## src/rtl/avmm_instr_sequencer_if.sv

```systemverilog
// Avalon-MM bus bundle between the instruction sequencer (master) and a slave.
//
// Transfer rules:
//   - chipselect qualifies read/write; read and write are never high together.
//   - There is no waitrequest.
//   - A write completes in the single cycle that write is high.
//   - A read keeps read high for a fixed 1+READ_WAIT cycles.
//     The master samples readdata on the last of those cycles.
//   - irq is a level-sensitive request from the slave.
interface avmm_instr_sequencer_if #(
    parameter int ADDRESS_SIZE = 32,
    parameter int DATA_SIZE    = 32
);
    logic                    avmaster_chipselect;
    logic                    avmaster_read;
    logic                    avmaster_write;
    logic [ADDRESS_SIZE-1:0] avmaster_address;
    logic [DATA_SIZE-1:0]    avmaster_writedata;
    logic [DATA_SIZE-1:0]    avmaster_readdata;
    logic                    avmaster_irq;

    modport master (
        output avmaster_chipselect,
        output avmaster_read,
        output avmaster_write,
        output avmaster_address,
        output avmaster_writedata,
        input  avmaster_readdata,
        input  avmaster_irq
    );

    modport slave (
        input  avmaster_chipselect,
        input  avmaster_read,
        input  avmaster_write,
        input  avmaster_address,
        input  avmaster_writedata,
        output avmaster_readdata,
        output avmaster_irq
    );
endinterface

```

## src/rtl/avmm_instr_sequencer.sv

```systemverilog
// Instruction-table-driven Avalon-MM master.
// Each table entry is {opcode, address, data}. The sequencer executes entries
// in order until HALT, an illegal opcode, or the end of the table.
module avmm_instr_sequencer #(
    parameter int ADDRESS_SIZE     = 32,
    parameter int DATA_SIZE        = 32,
    parameter int OPCODE_SIZE      = 4,
    parameter int INSTR_SIZE       = 68,
    parameter int INSTR_LIMIT_SIZE = 7,
    parameter int READ_WAIT        = 1,
    parameter int ERR_CNT_SIZE     = 8
) (
    input  logic                        clk,
    input  logic                        reset,
    avmm_instr_sequencer_if.master      avm,
    output logic [DATA_SIZE-1:0]        readdataWatch,
    output logic [INSTR_LIMIT_SIZE-1:0] programCounter,
    input  logic [INSTR_SIZE-1:0]       instructionVector,
    output logic                        simReady,
    output logic                        errorFlag,
    output logic [ERR_CNT_SIZE-1:0]     errorCount,
    output logic [2:0]                  dbg_state_o
);

    localparam logic [OPCODE_SIZE-1:0] OP_NOP        = OPCODE_SIZE'(4'h0);
    localparam logic [OPCODE_SIZE-1:0] OP_WRITE      = OPCODE_SIZE'(4'h1);
    localparam logic [OPCODE_SIZE-1:0] OP_READ       = OPCODE_SIZE'(4'h2);
    localparam logic [OPCODE_SIZE-1:0] OP_READ_CHECK = OPCODE_SIZE'(4'h3);
    localparam logic [OPCODE_SIZE-1:0] OP_WAIT_IRQ   = OPCODE_SIZE'(4'h4);
    localparam logic [OPCODE_SIZE-1:0] OP_DELAY      = OPCODE_SIZE'(4'h5);
    localparam logic [OPCODE_SIZE-1:0] OP_HALT       = OPCODE_SIZE'(4'hF);

    localparam logic [DATA_SIZE-1:0] CNT_ONE       = DATA_SIZE'(1);
    localparam logic [DATA_SIZE-1:0] READ_WAIT_CNT = DATA_SIZE'(READ_WAIT);

    typedef enum logic [2:0] {
        S_FETCH    = 3'd0,
        S_WRITE    = 3'd1,
        S_READ     = 3'd2,
        S_WAIT_IRQ = 3'd3,
        S_DELAY    = 3'd4,
        S_HALT     = 3'd5
    } state_t;

    state_t                      state_q;
    logic [OPCODE_SIZE-1:0]      op_q;
    logic [DATA_SIZE-1:0]        data_q;
    logic [DATA_SIZE-1:0]        cnt_q;
    logic                        cs_q;
    logic                        rd_q;
    logic                        wr_q;
    logic [ADDRESS_SIZE-1:0]     addr_q;
    logic [DATA_SIZE-1:0]        wdata_q;
    logic [DATA_SIZE-1:0]        rdw_q;
    logic [INSTR_LIMIT_SIZE-1:0] pc_q;
    logic                        ready_q;
    logic                        err_flag_q;
    logic [ERR_CNT_SIZE-1:0]     err_cnt_q;

    // Field views of the combinational table entry at the current PC.
    logic [OPCODE_SIZE-1:0]  fetch_op;
    logic [ADDRESS_SIZE-1:0] fetch_addr;
    logic [DATA_SIZE-1:0]    fetch_data;

    assign fetch_op   = instructionVector[INSTR_SIZE-1 -: OPCODE_SIZE];
    assign fetch_addr = instructionVector[DATA_SIZE +: ADDRESS_SIZE];
    assign fetch_data = instructionVector[DATA_SIZE-1:0];

    // Common "instruction retired" step.
    // The last table entry never wraps the PC; it falls into HALT instead.
    state_t                      adv_state_d;
    logic [INSTR_LIMIT_SIZE-1:0] adv_pc_d;
    logic                        adv_ready_d;
    logic [ERR_CNT_SIZE-1:0]     err_cnt_d;
    logic                        rd_mismatch;

    // Next PC/state after retiring an instruction, and saturating error count.
    always_comb begin
        adv_state_d = S_FETCH;
        adv_pc_d    = pc_q + 1'b1;
        adv_ready_d = 1'b0;
        if (&pc_q) begin
            adv_state_d = S_HALT;
            adv_pc_d    = pc_q;
            adv_ready_d = 1'b1;
        end
        err_cnt_d   = (&err_cnt_q) ? err_cnt_q : err_cnt_q + 1'b1;
        rd_mismatch = (avm.avmaster_readdata != data_q);
    end

    // Sequencer FSM with registered bus and status outputs.
    always_ff @(posedge clk) begin
        if (reset) begin
            state_q    <= S_FETCH;
            op_q       <= '0;
            data_q     <= '0;
            cnt_q      <= '0;
            cs_q       <= 1'b0;
            rd_q       <= 1'b0;
            wr_q       <= 1'b0;
            addr_q     <= '0;
            wdata_q    <= '0;
            rdw_q      <= '0;
            pc_q       <= '0;
            ready_q    <= 1'b0;
            err_flag_q <= 1'b0;
            err_cnt_q  <= '0;
        end else begin
            case (state_q)
                S_FETCH: begin
                    op_q   <= fetch_op;
                    data_q <= fetch_data;
                    case (fetch_op)
                        OP_NOP: begin
                            pc_q    <= adv_pc_d;
                            state_q <= adv_state_d;
                            ready_q <= adv_ready_d;
                        end
                        OP_WRITE: begin
                            cs_q    <= 1'b1;
                            wr_q    <= 1'b1;
                            addr_q  <= fetch_addr;
                            wdata_q <= fetch_data;
                            state_q <= S_WRITE;
                        end
                        OP_READ, OP_READ_CHECK: begin
                            cs_q    <= 1'b1;
                            rd_q    <= 1'b1;
                            addr_q  <= fetch_addr;
                            cnt_q   <= READ_WAIT_CNT;
                            state_q <= S_READ;
                        end
                        OP_WAIT_IRQ: begin
                            cnt_q   <= fetch_data;
                            state_q <= S_WAIT_IRQ;
                        end
                        OP_DELAY: begin
                            cnt_q   <= fetch_data;
                            state_q <= S_DELAY;
                        end
                        OP_HALT: begin
                            state_q <= S_HALT;
                            ready_q <= 1'b1;
                        end
                        default: begin
                            err_flag_q <= 1'b1;
                            state_q    <= S_HALT;
                            ready_q    <= 1'b1;
                        end
                    endcase
                end

                S_WRITE: begin
                    cs_q    <= 1'b0;
                    wr_q    <= 1'b0;
                    pc_q    <= adv_pc_d;
                    state_q <= adv_state_d;
                    ready_q <= adv_ready_d;
                end

                // cnt_q counts the remaining wait states.
                // Zero marks the cycle on which readdata is valid.
                S_READ: begin
                    if (cnt_q == '0) begin
                        cs_q  <= 1'b0;
                        rd_q  <= 1'b0;
                        rdw_q <= avm.avmaster_readdata;
                        if (op_q == OP_READ_CHECK && rd_mismatch) begin
                            err_cnt_q  <= err_cnt_d;
                            err_flag_q <= 1'b1;
                        end
                        pc_q    <= adv_pc_d;
                        state_q <= adv_state_d;
                        ready_q <= adv_ready_d;
                    end else begin
                        cnt_q <= cnt_q - 1'b1;
                    end
                end

                // A zero timeout waits forever; otherwise cnt_q counts down the
                // remaining cycles and the last one flags a timeout.
                S_WAIT_IRQ: begin
                    if (avm.avmaster_irq) begin
                        pc_q    <= adv_pc_d;
                        state_q <= adv_state_d;
                        ready_q <= adv_ready_d;
                    end else if (data_q != '0) begin
                        if (cnt_q == CNT_ONE) begin
                            err_flag_q <= 1'b1;
                            pc_q       <= adv_pc_d;
                            state_q    <= adv_state_d;
                            ready_q    <= adv_ready_d;
                        end else begin
                            cnt_q <= cnt_q - 1'b1;
                        end
                    end
                end

                // Counts of 0 and 1 both end after a single idle cycle.
                S_DELAY: begin
                    if (cnt_q <= CNT_ONE) begin
                        pc_q    <= adv_pc_d;
                        state_q <= adv_state_d;
                        ready_q <= adv_ready_d;
                    end else begin
                        cnt_q <= cnt_q - 1'b1;
                    end
                end

                S_HALT: begin
                    cs_q <= 1'b0;
                    rd_q <= 1'b0;
                    wr_q <= 1'b0;
                end

                default: begin
                    state_q <= S_FETCH;
                end
            endcase
        end
    end

    assign avm.avmaster_chipselect = cs_q;
    assign avm.avmaster_read       = rd_q;
    assign avm.avmaster_write      = wr_q;
    assign avm.avmaster_address    = addr_q;
    assign avm.avmaster_writedata  = wdata_q;
    assign readdataWatch           = rdw_q;
    assign programCounter          = pc_q;
    assign simReady                = ready_q;
    assign errorFlag               = err_flag_q;
    assign errorCount              = err_cnt_q;
    assign dbg_state_o             = state_q;

endmodule
```

## src/flat_wrapper.sv

```systemverilog
// flat-port wrapper written by rule: the top's interface ports become plain ports
module avmm_instr_sequencer_flat 
#(
    parameter int ADDRESS_SIZE     = 32,
    parameter int DATA_SIZE        = 32,
    parameter int OPCODE_SIZE      = 4,
    parameter int INSTR_SIZE       = 68,
    parameter int INSTR_LIMIT_SIZE = 7,
    parameter int READ_WAIT        = 1,
    parameter int ERR_CNT_SIZE     = 8
)
  (clk, reset, readdataWatch, programCounter, instructionVector, simReady, errorFlag, errorCount, dbg_state_o, avm_avmaster_chipselect, avm_avmaster_read, avm_avmaster_write, avm_avmaster_address, avm_avmaster_writedata, avm_avmaster_readdata, avm_avmaster_irq);
  avmm_instr_sequencer_if #(.ADDRESS_SIZE(ADDRESS_SIZE), .DATA_SIZE(DATA_SIZE)) avm_i ();
  input  logic clk;
  input  logic reset;
  output logic [DATA_SIZE-1:0] readdataWatch;
  output logic [INSTR_LIMIT_SIZE-1:0] programCounter;
  input  logic [INSTR_SIZE-1:0] instructionVector;
  output logic simReady;
  output logic errorFlag;
  output logic [ERR_CNT_SIZE-1:0] errorCount;
  output logic [2:0] dbg_state_o;
  output wire logic [$bits(avm_i.avmaster_chipselect)-1:0] avm_avmaster_chipselect;
  output wire logic [$bits(avm_i.avmaster_read)-1:0] avm_avmaster_read;
  output wire logic [$bits(avm_i.avmaster_write)-1:0] avm_avmaster_write;
  output wire logic [$bits(avm_i.avmaster_address)-1:0] avm_avmaster_address;
  output wire logic [$bits(avm_i.avmaster_writedata)-1:0] avm_avmaster_writedata;
  input wire logic [$bits(avm_i.avmaster_readdata)-1:0] avm_avmaster_readdata;
  input wire logic [$bits(avm_i.avmaster_irq)-1:0] avm_avmaster_irq;
  assign avm_avmaster_chipselect = avm_i.avmaster_chipselect;
  assign avm_avmaster_read = avm_i.avmaster_read;
  assign avm_avmaster_write = avm_i.avmaster_write;
  assign avm_avmaster_address = avm_i.avmaster_address;
  assign avm_avmaster_writedata = avm_i.avmaster_writedata;
  assign avm_i.avmaster_readdata = avm_avmaster_readdata;
  assign avm_i.avmaster_irq = avm_avmaster_irq;
  avmm_instr_sequencer #(.ADDRESS_SIZE(ADDRESS_SIZE), .DATA_SIZE(DATA_SIZE), .OPCODE_SIZE(OPCODE_SIZE), .INSTR_SIZE(INSTR_SIZE), .INSTR_LIMIT_SIZE(INSTR_LIMIT_SIZE), .READ_WAIT(READ_WAIT), .ERR_CNT_SIZE(ERR_CNT_SIZE)) u_core (.clk(clk), .reset(reset), .avm(avm_i), .readdataWatch(readdataWatch), .programCounter(programCounter), .instructionVector(instructionVector), .simReady(simReady), .errorFlag(errorFlag), .errorCount(errorCount), .dbg_state_o(dbg_state_o));
endmodule
```

## config.mk

```make
export PLATFORM = sky130hd
export DESIGN_NAME = avmm_instr_sequencer_flat
export DESIGN_NICKNAME = d
export VERILOG_FILES = /design/src/rtl/avmm_instr_sequencer_if.sv /design/src/rtl/avmm_instr_sequencer.sv /design/src/flat_wrapper.sv
export SDC_FILE = /design/constraint.sdc
export NUM_CORES = 1
export LEC_CHECK = 0
export CAP_MARGIN = 10
export CORE_ASPECT_RATIO = 0.8
export CORE_MARGIN = 3
export CORE_UTILIZATION = 30
export CTS_BUF_LIST = sky130_fd_sc_hd__clkbuf_16
export DETAILED_ROUTE_END_ITERATION = 12
export DONT_BUFFER_PORTS = 1
export MAX_ROUTING_LAYER = met4
export SETUP_SLACK_MARGIN = 0.02
export SLEW_MARGIN = 20
export SYNTH_ARGS = -nofsm -noshare
export SYNTH_HDL_FRONTEND = slang
export SYNTH_SLANG_ARGS = --single-unit
```

## constraint.sdc

```tcl
create_clock -name clk -period 2.9 [get_ports clk]
set_input_delay 0.58 -clock clk [delete_from_list [all_inputs] [get_ports clk]]
set_output_delay 0.58 -clock clk [all_outputs]
set_load 0.01 [all_outputs]
```

==> run summary <==
GRT Util Overall: 18.0%
number of flops mapped to enable cells by yosys: 0
Routed WL per cell: 18.8 um
drt first pass iters: 5
initial antenna violation count: 0
first-pass GRT wire length: 40500 um
minimum clock period: 2.67 ns
clk slew on worst S/H paths: 0.08 ns
htree depth: 4
worst-margin pin slew: 0.818 ns
Primary FF master, synth: dfxtp_1
final worst slack: 0.229 ns
Critical Path End Type: register
IO Pins: 222
Pwr Density: 1020 mW/mm2
max-cap violations: 0
Die Wd: 192 um
via-per-instance ratio: 5.27
Nets: 1177
Worst slew margin: 45.2%
Die ar.: 0.0298 mm2
Area after DPL: 0.00877 mm2
reg2reg path depth: 7
RSZ-0062 raised after global routing: false
Critical Path Start Type: register
CTS tree: done
ant diodes: 0
hold path cells: 1
CTS Buf Count: 17
Post-Syn Area: 0.00833 mm2
DRC: 0
final WL: 27000 um
status: finished clean
Post-Syn Area per Cell: 7.60 um2
final setup fails: 0
Port Buffers: 0
root buffer cell: clkbuf_16
final slew viol count: 0
Final Instance Area: 0.00932 mm2
number of global-route vias before repair: 6980
total congestion overflow: 0
area delta synth->final: 11.8%
Overall Power: 9490 uW
dpl ws: 0.202 ns
Hold Path Class: primary input to register
DR vias: 7579
clk_lat worst skew: 0.44 ns
setup TNS: 0 ns
antenna violation net count after detailed routing: 0
crit path max fanout: 12
Clock Path Buffers: 2
core region area: 0.0268 mm2
count of final hold-check violations: 0
Post-CTS Setup Bufs: 0
static leakage: 0.00324 uW
Synth cell types: 63
HPWL Detailed: 19300 um
CTS Sinks: 187
Setup CP Type: register to register
initial drt markers: 522
worst vdd ir: 543 uV
share of layout cells above drive strength 1: 7.21%
Arr. time, crit path: 3.04 ns
RePlAce Congestion: 0.849
register bit total from synthesis: 187
Initial Util: 31.1%
asr flop ratio synth: 0%
chip height: 155 um
Post-CTS Resized: 0
Synth warnings: 0
post-synthesis sequential area ratio: 44.9%
final worst-path cycle share: 92.1%
Setup Skew: 0.0153 ns
Fmax: 0.374 GHz
syn_nets: 1204
Post-CTS Hold Buffers: 0
largest net degree at the start of global routing: 189
worst path required time: 3.27 ns
Mapped Cells: 1096
FP Rows: 53
-- kinds of logic after synthesis --
logic type	Yosys count	synth area share (%)
adders and majority gates	5	0.751
AOI/OAI and AO/OA	283	19.2
buffers and inverters	85	4.01
muxes	4	0.496
xor gates and xnor gates	46	4.84
DFF	187	44.9
and+or+nand+nor	486	25.8
-- path summary, 6_finish.rpt --
path	start	endpoint	slack [ns]
worst max-delay path	u_core.cnt_q[27]	u_core.programCounter[3]	0.23
worst min-delay path	reset	u_core.avm.avmaster_writedata[22]	0.23
worst max register to register	u_core.cnt_q[27]	u_core.programCounter[3]	0.23
worst min register to register	u_core.op_q[0]	u_core.op_q[0]	0.46
-- worst max-delay path, stage by stage, from the launching register on --
cell and delay, ns:
dfxtp_1 0.36, or4_1 0.54, nor2_1 0.15, and4_2 0.35, a21boi_2 0.08, or4_4 0.60
or3_1 0.38, a21oi_1 0.14
-- stage by stage --
step	hold WS [ns]	instances	utilization, %
after floorplan	0.436	1096	-
after global placement	0.439	1407	32.7
after detailed placement	0.445	1407	32.7
after CTS	0.187	1439	34.8
after global routing	0.200	1439	34.8
final	0.226	1439	34.8
-- layout by cell type (no fill, tap or decap), types with 3 or more instances in the layout --
master and count:
a32o_1 8, nor2_1 41, inv_6 4, inv_8 3, nor4_1 27, mux2i_1 3
xnor2_1 8, nand2b_1 6, and2_1 7, ha_1 5, xor2_1 38, buf_12 3
a21oi_1 195, a311oi_1 3, dfxtp_1 187, a31oi_1 5, nor2b_1 3, o21a_1 3
clkbuf_16 17, a21o_1 7, nor3_1 21, nand3_1 21, o31ai_1 4, a211o_1 4
inv_1 10, or3_1 9, nor3_2 3, nand2_1 317, or4_1 3, o21ai_0 33
buf_4 27, nand4_1 9
-- layer usage --
metal  routed length, um  vias up  GRT usage [%]
li1                    -     3702              -
met1               11500     3515           22.6
met2               11600      331           26.5
met3                3310       31           7.64
met4                 571        0           5.20
met5                   0        -              -
-- power breakdown --
part / internal, uW / total, uW / switching (uW)
logic: 1520 / 3840 / 2320
registers: 2960 / 3430 / 471
clock network: 1120 / 2220 / 1110
-- registers in the layout, summed over array words and instances (netlist names) --
register,cells
u_core.avm.avmaster_address,32
u_core.avm.avmaster_writedata,32
u_core.cnt_q,32
u_core.data_q,32
u_core.readdataWatch,32
u_core.errorCount,8
u_core.programCounter,7
u_core.op_q,4
u_core.dbg_state_o,3
u_core.avm.avmaster_chipselect,1
u_core.avm.avmaster_read,1
u_core.avm.avmaster_write,1
u_core.errorFlag,1
u_core.simReady,1
-- cells in the mapped netlist (3+ instances only) --
cell / n / area share, %
nand2b_1: 6 / 0.45
nand2_1: 317 / 14
or4_1: 3 / 0.27
nor2b_1: 3 / 0.23
dfxtp_1: 187 / 45
xnor2_1: 8 / 0.84
nor3b_1: 3 / 0.27
a31oi_1: 5 / 0.38
o21ai_0: 33 / 2.0
nor3_1: 23 / 1.4
or3_1: 9 / 0.68
a211o_1: 4 / 0.42
a311oi_1: 3 / 0.32
inv_1: 8 / 0.36
nand3_1: 21 / 1.3
nor4_1: 28 / 2.1
and2_1: 7 / 0.53
clkbuf_1: 70 / 3.2
mux2i_1: 3 / 0.36
a32o_1: 8 / 0.96
ha_1: 5 / 0.75
a21o_1: 7 / 0.63
nand4_1: 9 / 0.68
o21a_1: 3 / 0.27
buf_2: 3 / 0.18
a21oi_1: 195 / 12
nor2_1: 41 / 1.8
xor2_1: 38 / 4.0
o31ai_1: 4 / 0.36
-- layout make-up --
| cell class | instances | area [um2] |
|---|---|---|
| Clock buffer | 17 | 425 |
| Inverter | 9 | 33.8 |
| Multi-Input combinational cell | 824 | 4290 |
| Sequential cell | 187 | 3740 |
| Clock inverter | 15 | 118 |
| Fill cell | 2864 | 17500 |
| Tap cell | 357 | 447 |
| Timing Repair Buffer | 30 | 263 |
No activity file was read; power rests on OpenSTA's default activity.
